## config.mk

```make
export PLATFORM = sky130hd
export DESIGN_NAME = mem_port_arbiter
export DESIGN_NICKNAME = d
export VERILOG_FILES = /design/src/rtl/mem_port_arbiter.sv
export SDC_FILE = /design/constraint.sdc
export NUM_CORES = 1
export LEC_CHECK = 0
export CAP_MARGIN = 0
export CORE_AREA = 5 5 176 178
export DETAILED_ROUTE_END_ITERATION = 16
export DIE_AREA = 0 0 181 183
export GPL_ROUTABILITY_DRIVEN = 0
export PLACE_DENSITY = 0.48
export SYNTH_ARGS = -nofsm -noshare
export SYNTH_HDL_FRONTEND = slang
export SYNTH_SLANG_ARGS = --single-unit
```

## constraint.sdc

```tcl
create_clock -name clk -period 2.3 [get_ports clk]
set_input_delay 0.46 -clock clk [delete_from_list [all_inputs] [get_ports clk]]
set_output_delay 0.46 -clock clk [all_outputs]
set_load 0.01 [all_outputs]
```

## src/rtl/mem_port_arbiter.sv

```systemverilog
// mem_port_arbiter
//   Shares one main-memory port between two cache controllers. Requester 0 is
//   the instruction side and requester 1 is the data side. Arbitration is
//   round-robin. The grant is held from a write-back into the allocate read
//   that immediately follows it, so a dirty-miss refill is never interleaved
//   with the other cache's traffic. A watchdog aborts a transfer that memory
//   never completes.
//
// Ports
//   clk, rst             clock, synchronous active-high reset
//   rN_valid/rw/addr/wdata   requester N request (rw: 1 = write, 0 = read)
//   rN_rdata, rN_ready       read line and completion pulse to requester N
//   mem_valid/rw/addr/wdata  request forwarded to memory
//   mem_rdata, mem_ready     memory read line and transfer completion
//   grant                    one-hot current owner, 0 when idle
//   timeout_err              sticky watchdog flag, cleared only by rst
module mem_port_arbiter #(
    parameter int unsigned ADDR_W  = 20,
    parameter int unsigned DATA_W  = 64,
    parameter int unsigned TIMEOUT = 255
) (
    input  logic              clk,
    input  logic              rst,
    input  logic              r0_valid,
    input  logic              r0_rw,
    input  logic [ADDR_W-1:0] r0_addr,
    input  logic [DATA_W-1:0] r0_wdata,
    output logic [DATA_W-1:0] r0_rdata,
    output logic              r0_ready,
    input  logic              r1_valid,
    input  logic              r1_rw,
    input  logic [ADDR_W-1:0] r1_addr,
    input  logic [DATA_W-1:0] r1_wdata,
    output logic [DATA_W-1:0] r1_rdata,
    output logic              r1_ready,
    output logic              mem_valid,
    output logic              mem_rw,
    output logic [ADDR_W-1:0] mem_addr,
    output logic [DATA_W-1:0] mem_wdata,
    input  logic [DATA_W-1:0] mem_rdata,
    input  logic              mem_ready,
    output logic [1:0]        grant,
    output logic              timeout_err
);

    localparam int unsigned WD_W  = (TIMEOUT + 1 <= 1) ? 1 : $clog2(TIMEOUT + 1);
    // Count value seen in the last BUSY cycle that is allowed to run without
    // mem_ready; reaching it fires the watchdog at the closing edge.
    localparam int unsigned WD_LAST = (TIMEOUT == 0) ? 0 : TIMEOUT - 1;

    typedef enum logic [1:0] {
        IDLE = 2'd0,
        BUSY = 2'd1,
        LOCK = 2'd2
    } state_t;

    state_t            state_q;
    logic              owner_q;
    logic              last_q;
    logic [WD_W-1:0]   wd_cnt_q;
    logic              timeout_err_q;

    logic              own_valid;
    logic              own_rw;
    logic [ADDR_W-1:0] own_addr;
    logic [DATA_W-1:0] own_wdata;
    logic              winner;
    logic              busy;
    logic              wd_fire;

    always_comb begin
        own_valid = owner_q ? r1_valid : r0_valid;
        own_rw    = owner_q ? r1_rw    : r0_rw;
        own_addr  = owner_q ? r1_addr  : r0_addr;
        own_wdata = owner_q ? r1_wdata : r0_wdata;
        // On a tie the requester that did not complete last wins.
        if (r0_valid && r1_valid) begin
            winner = ~last_q;
        end else begin
            winner = r1_valid;
        end
        wd_fire = (TIMEOUT != 0) && (wd_cnt_q == WD_W'(WD_LAST));
    end

    always_ff @(posedge clk) begin
        if (rst) begin
            state_q       <= IDLE;
            owner_q       <= 1'b0;
            last_q        <= 1'b1;
            wd_cnt_q      <= '0;
            timeout_err_q <= 1'b0;
        end else begin
            case (state_q)
                IDLE: begin
                    if (r0_valid || r1_valid) begin
                        owner_q  <= winner;
                        wd_cnt_q <= '0;
                        state_q  <= BUSY;
                    end
                end
                BUSY: begin
                    if (mem_ready) begin
                        last_q  <= owner_q;
                        state_q <= own_rw ? LOCK : IDLE;
                    end else if (!own_valid) begin
                        state_q <= IDLE;
                    end else if (wd_fire) begin
                        timeout_err_q <= 1'b1;
                        state_q       <= IDLE;
                    end else if (wd_cnt_q != '1) begin
                        wd_cnt_q <= wd_cnt_q + 1'b1;
                    end
                end
                LOCK: begin
                    // Only an allocate read from the same owner keeps the port.
                    if (own_valid && !own_rw) begin
                        wd_cnt_q <= '0;
                        state_q  <= BUSY;
                    end else begin
                        state_q <= IDLE;
                    end
                end
                default: state_q <= IDLE;
            endcase
        end
    end

    always_comb begin
        busy      = (state_q == BUSY);
        mem_valid = busy && own_valid;
        mem_rw    = busy && own_rw;
        mem_addr  = busy ? own_addr  : '0;
        mem_wdata = busy ? own_wdata : '0;
        // Readies are suppressed while rst is high so a reset cannot complete a transfer.
        r0_ready  = busy && !rst && !owner_q && mem_ready;
        r1_ready  = busy && !rst &&  owner_q && mem_ready;
        r0_rdata  = mem_rdata;
        r1_rdata  = mem_rdata;
        if (state_q == IDLE) begin
            grant = 2'b00;
        end else begin
            grant = owner_q ? 2'b10 : 2'b01;
        end
        timeout_err = timeout_err_q;
    end

endmodule
```

==> flow_metrics.py <==
metrics = {
    "timing": {
        "worst_slack_ns": 0.0793,
        "fin_skew_ns": 0.00134,
        "hold_viol_final": 0,
        "rsz0062_at_grt": "no",
        "tns_ns": 0,
        "period_needed_ns": 2.22,
        "relSlewSlack_pct": 71.7,
        "slew_viol_final": 0,
        "worst_pin_slew_ns": 0.422,
        "setup_viol": 0,
        "clock.fmax_ghz": 0.450,
        "fin_crit_sh_pct": 96.6,
    },
    "drt": {
        "dr.pass1.iters": 4,
        "wirelength_um": 15000,
        "drt_iter0_drc": 61,
        "routedWlPerCell_um": 15.6,
        "drc": 0,
        "vias": 3278,
        "ant_nets": 0,
        "post_drt_via_cell_ratio": 3.41,
    },
    "synthesis": {
        "syn_avg_cell_area_um2": 7.23,
        "async_reset_ff_share_pct": 0,
        "syn_nets": 659,
        "synth-edff-count": 0,
        "synthCells": 418,
        "ys.flop_type": "dfxtp_1",
        "yosysSeqAreaShare_pct": 8.61,
        "synth.cell_area_mm2": 0.00302,
        "synth-seq-cells": 13,
        "yosysUniqueCellTypes": 42,
        "yosysWarnings": 0,
    },
    "worst_setup_path": {
        "crit_chain": "clkdlybuf4s50_1, mux2i_1, buf_4, nor2_1, clkdlybuf4s50_1",
        "startpoint_type": "input pin",
        "cp_slowest_cell": "clkdlybuf4s50_1",
        "rr_worst_depth": 6,
        "crit_required_ns": 1.84,
        "arrival_ns": 1.76,
        "critPathCaptureType": "primary output",
        "worstSetupPathType": "in2out",
        "cp_max_fo": 1,
        "cpPeakStageDelay_ns": 0.54,
        "path_common_cell": "clkdlybuf4s50_1",
    },
    "place": {
        "io_buffers": 265,
        "place_hpwl_um": 12700,
        "post-place-ws_ns": -0.0697,
        "placed_cells": 950,
        "placed_area_mm2": 0.00534,
    },
    "final_layout": {
        "drive_above_1_share_pct": 8.92,
        "stdcell_area_mm2": 0.00556,
        "antenna_cells": 0,
        "final_cells": 962,
        "area_growth_pct": 83.9,
        "nNetsFinal": 814,
    },
    "clock_network": {
        "cts_tree": "done",
        "cts-root-buf": "clkbuf_16",
        "cts_buffers": 3,
        "htree_levels": 1,
        "clock_latency_ns": 0.24,
        "clockBufferDepth": 2,
        "path_clk_slew_ns": 0.04,
        "clkSinkCount": 13,
        "cts_hold_buffers": 0,
    },
    "floorplan": {
        "start_util_pct": 10.3,
        "fp.dieH_um": 183,
        "io_pins": 458,
        "dieWidth_um": 181,
        "dieArea_mm2": 0.0331,
        "core_mm2": 0.0292,
        "num_rows": 63,
    },
    "grt": {
        "grt-ovfl-total": 0,
        "antenna_found_initial": 0,
        "first_global_vias": 3435,
        "grt_pass1_wl_um": 21400,
        "grt_max_degree": 31,
        "grt_usage_pct": 8.17,
    },
    "pwr": {
        "p_per_area_mw_per_mm2": 301,
        "p_total_mw": 1.67,
        "vdd_drop_max_v": 0.000188,
        "p_leak_nw": 2.09,
    },
    "outcome": {
        "status": "completed",
    },
    "min_path": {
        "hold_depth": 1,
        "holdCritPathClass": "reg2reg",
    },
    "run": {
        "maxCapViolations": 0,
    },
}
-- flip-flops by register name, indices dropped and copies added (netlist names) --
register     cells
last_q           1
owner_q          1
state_q          2
timeout_err      1
wd_cnt_q         8
-- synthesized netlist by cell type, drive strengths merged (2+ instances only) --
cell type	instances	area, um^2
a21o	2	15.0
a21oi	4	20.0
a31oi	6	37.5
a41oi	2	17.5
buf	145	1050
clkbuf	5	18.8
dfxtp	13	260
ha	2	25.0
inv	5	18.8
mux2i	86	861
nand2	9	33.8
nand3	3	15.0
nand4	2	18.8
nor2	103	389
nor4	2	18.8
o211ai	4	30.0
o21ai	4	20.0
o311ai	2	17.5
-- critical path, delay by kind of cell --
kind | cells | cell delay, ns
buffers and inverters | 3 | 1.14
multiplexers | 1 | 0.08
AND/OR/NAND/NOR | 1 | 0.08
-- cells in the final DEF (no fill, tap or decap), drive strengths merged, types with 2 or more instances in the layout --
cell           instances
o311ai                 2
a31oi                  6
clkdlybuf4s50        254
dlymetal6s2s          11
a21oi                  4
ha                     2
nor2                 103
o21ai                  4
a41oi                  2
nand4                  2
dfxtp                 13
a21o                   2
o211ai                 4
nor4                   2
inv                    5
nand3                  3
clkbuf                 4
buf                   35
mux2i                 86
nand2                  9
-- cell families after synthesis --
family | after synthesis | synth area share (%)
buffers and inverters | 155 | 36.1
and+or+nand+nor | 127 | 17.4
muxes | 87 | 28.8
AOI/OAI and AO/OA | 34 | 8.23
DFF | 13 | 8.61
adders and majority gates | 2 | 0.827
-- area by class of cell --
cell class              count  area [um^2]
clock buffers               4         78.8
fillers                  3251        23700
inverters                   5         18.8
multi-input cells         250         1700
flip-flops and latches     13          268
well taps                 390          488
repair buffers            300         3010
-- per-stage QoR --
step           hold WS [ns]  utilization [%]
6_report              0.514             19.0
5_1_grt               0.530             19.0
4_1_cts               0.516             18.9
3_5_place_dp          0.505             18.3
3_3_place_gp          0.496             18.3
2_1_floorplan         0.470                -
-- power breakdown --
part           internal (mW)  switching, mW
clock                  0.234         0.0940
combinational          0.675          0.416
sequential             0.238         0.0162
-- routing by layer --
layer | wire length [um] | vias to the layer above | track usage [%]
met5 | 0 | - | 0
met4 | 446 | 0 | 2.73
met3 | 1610 | 56 | 3.55
met2 | 7250 | 167 | 14.1
met1 | 5690 | 1471 | 9.09
li1 | - | 1584 | -
-- path summary, 6_finish.rpt --
path | startpoint | end | slack (ns)
max | r1_wdata[24] | mem_wdata[24] | 0.08
min | wd_cnt_q[5] | wd_cnt_q[5] | 0.51
max reg2reg | wd_cnt_q[0] | wd_cnt_q[1] | 0.50
min reg2reg | wd_cnt_q[5] | wd_cnt_q[5] | 0.51
-- repair_timing --
action                                  in CTS  in global routing
resized for setup                            3                 15
setup buffers                                8                  0
endpoints found under the setup margin      88                 17
pin swaps                                    0                  1
Power figures use the tool's default switching activity.
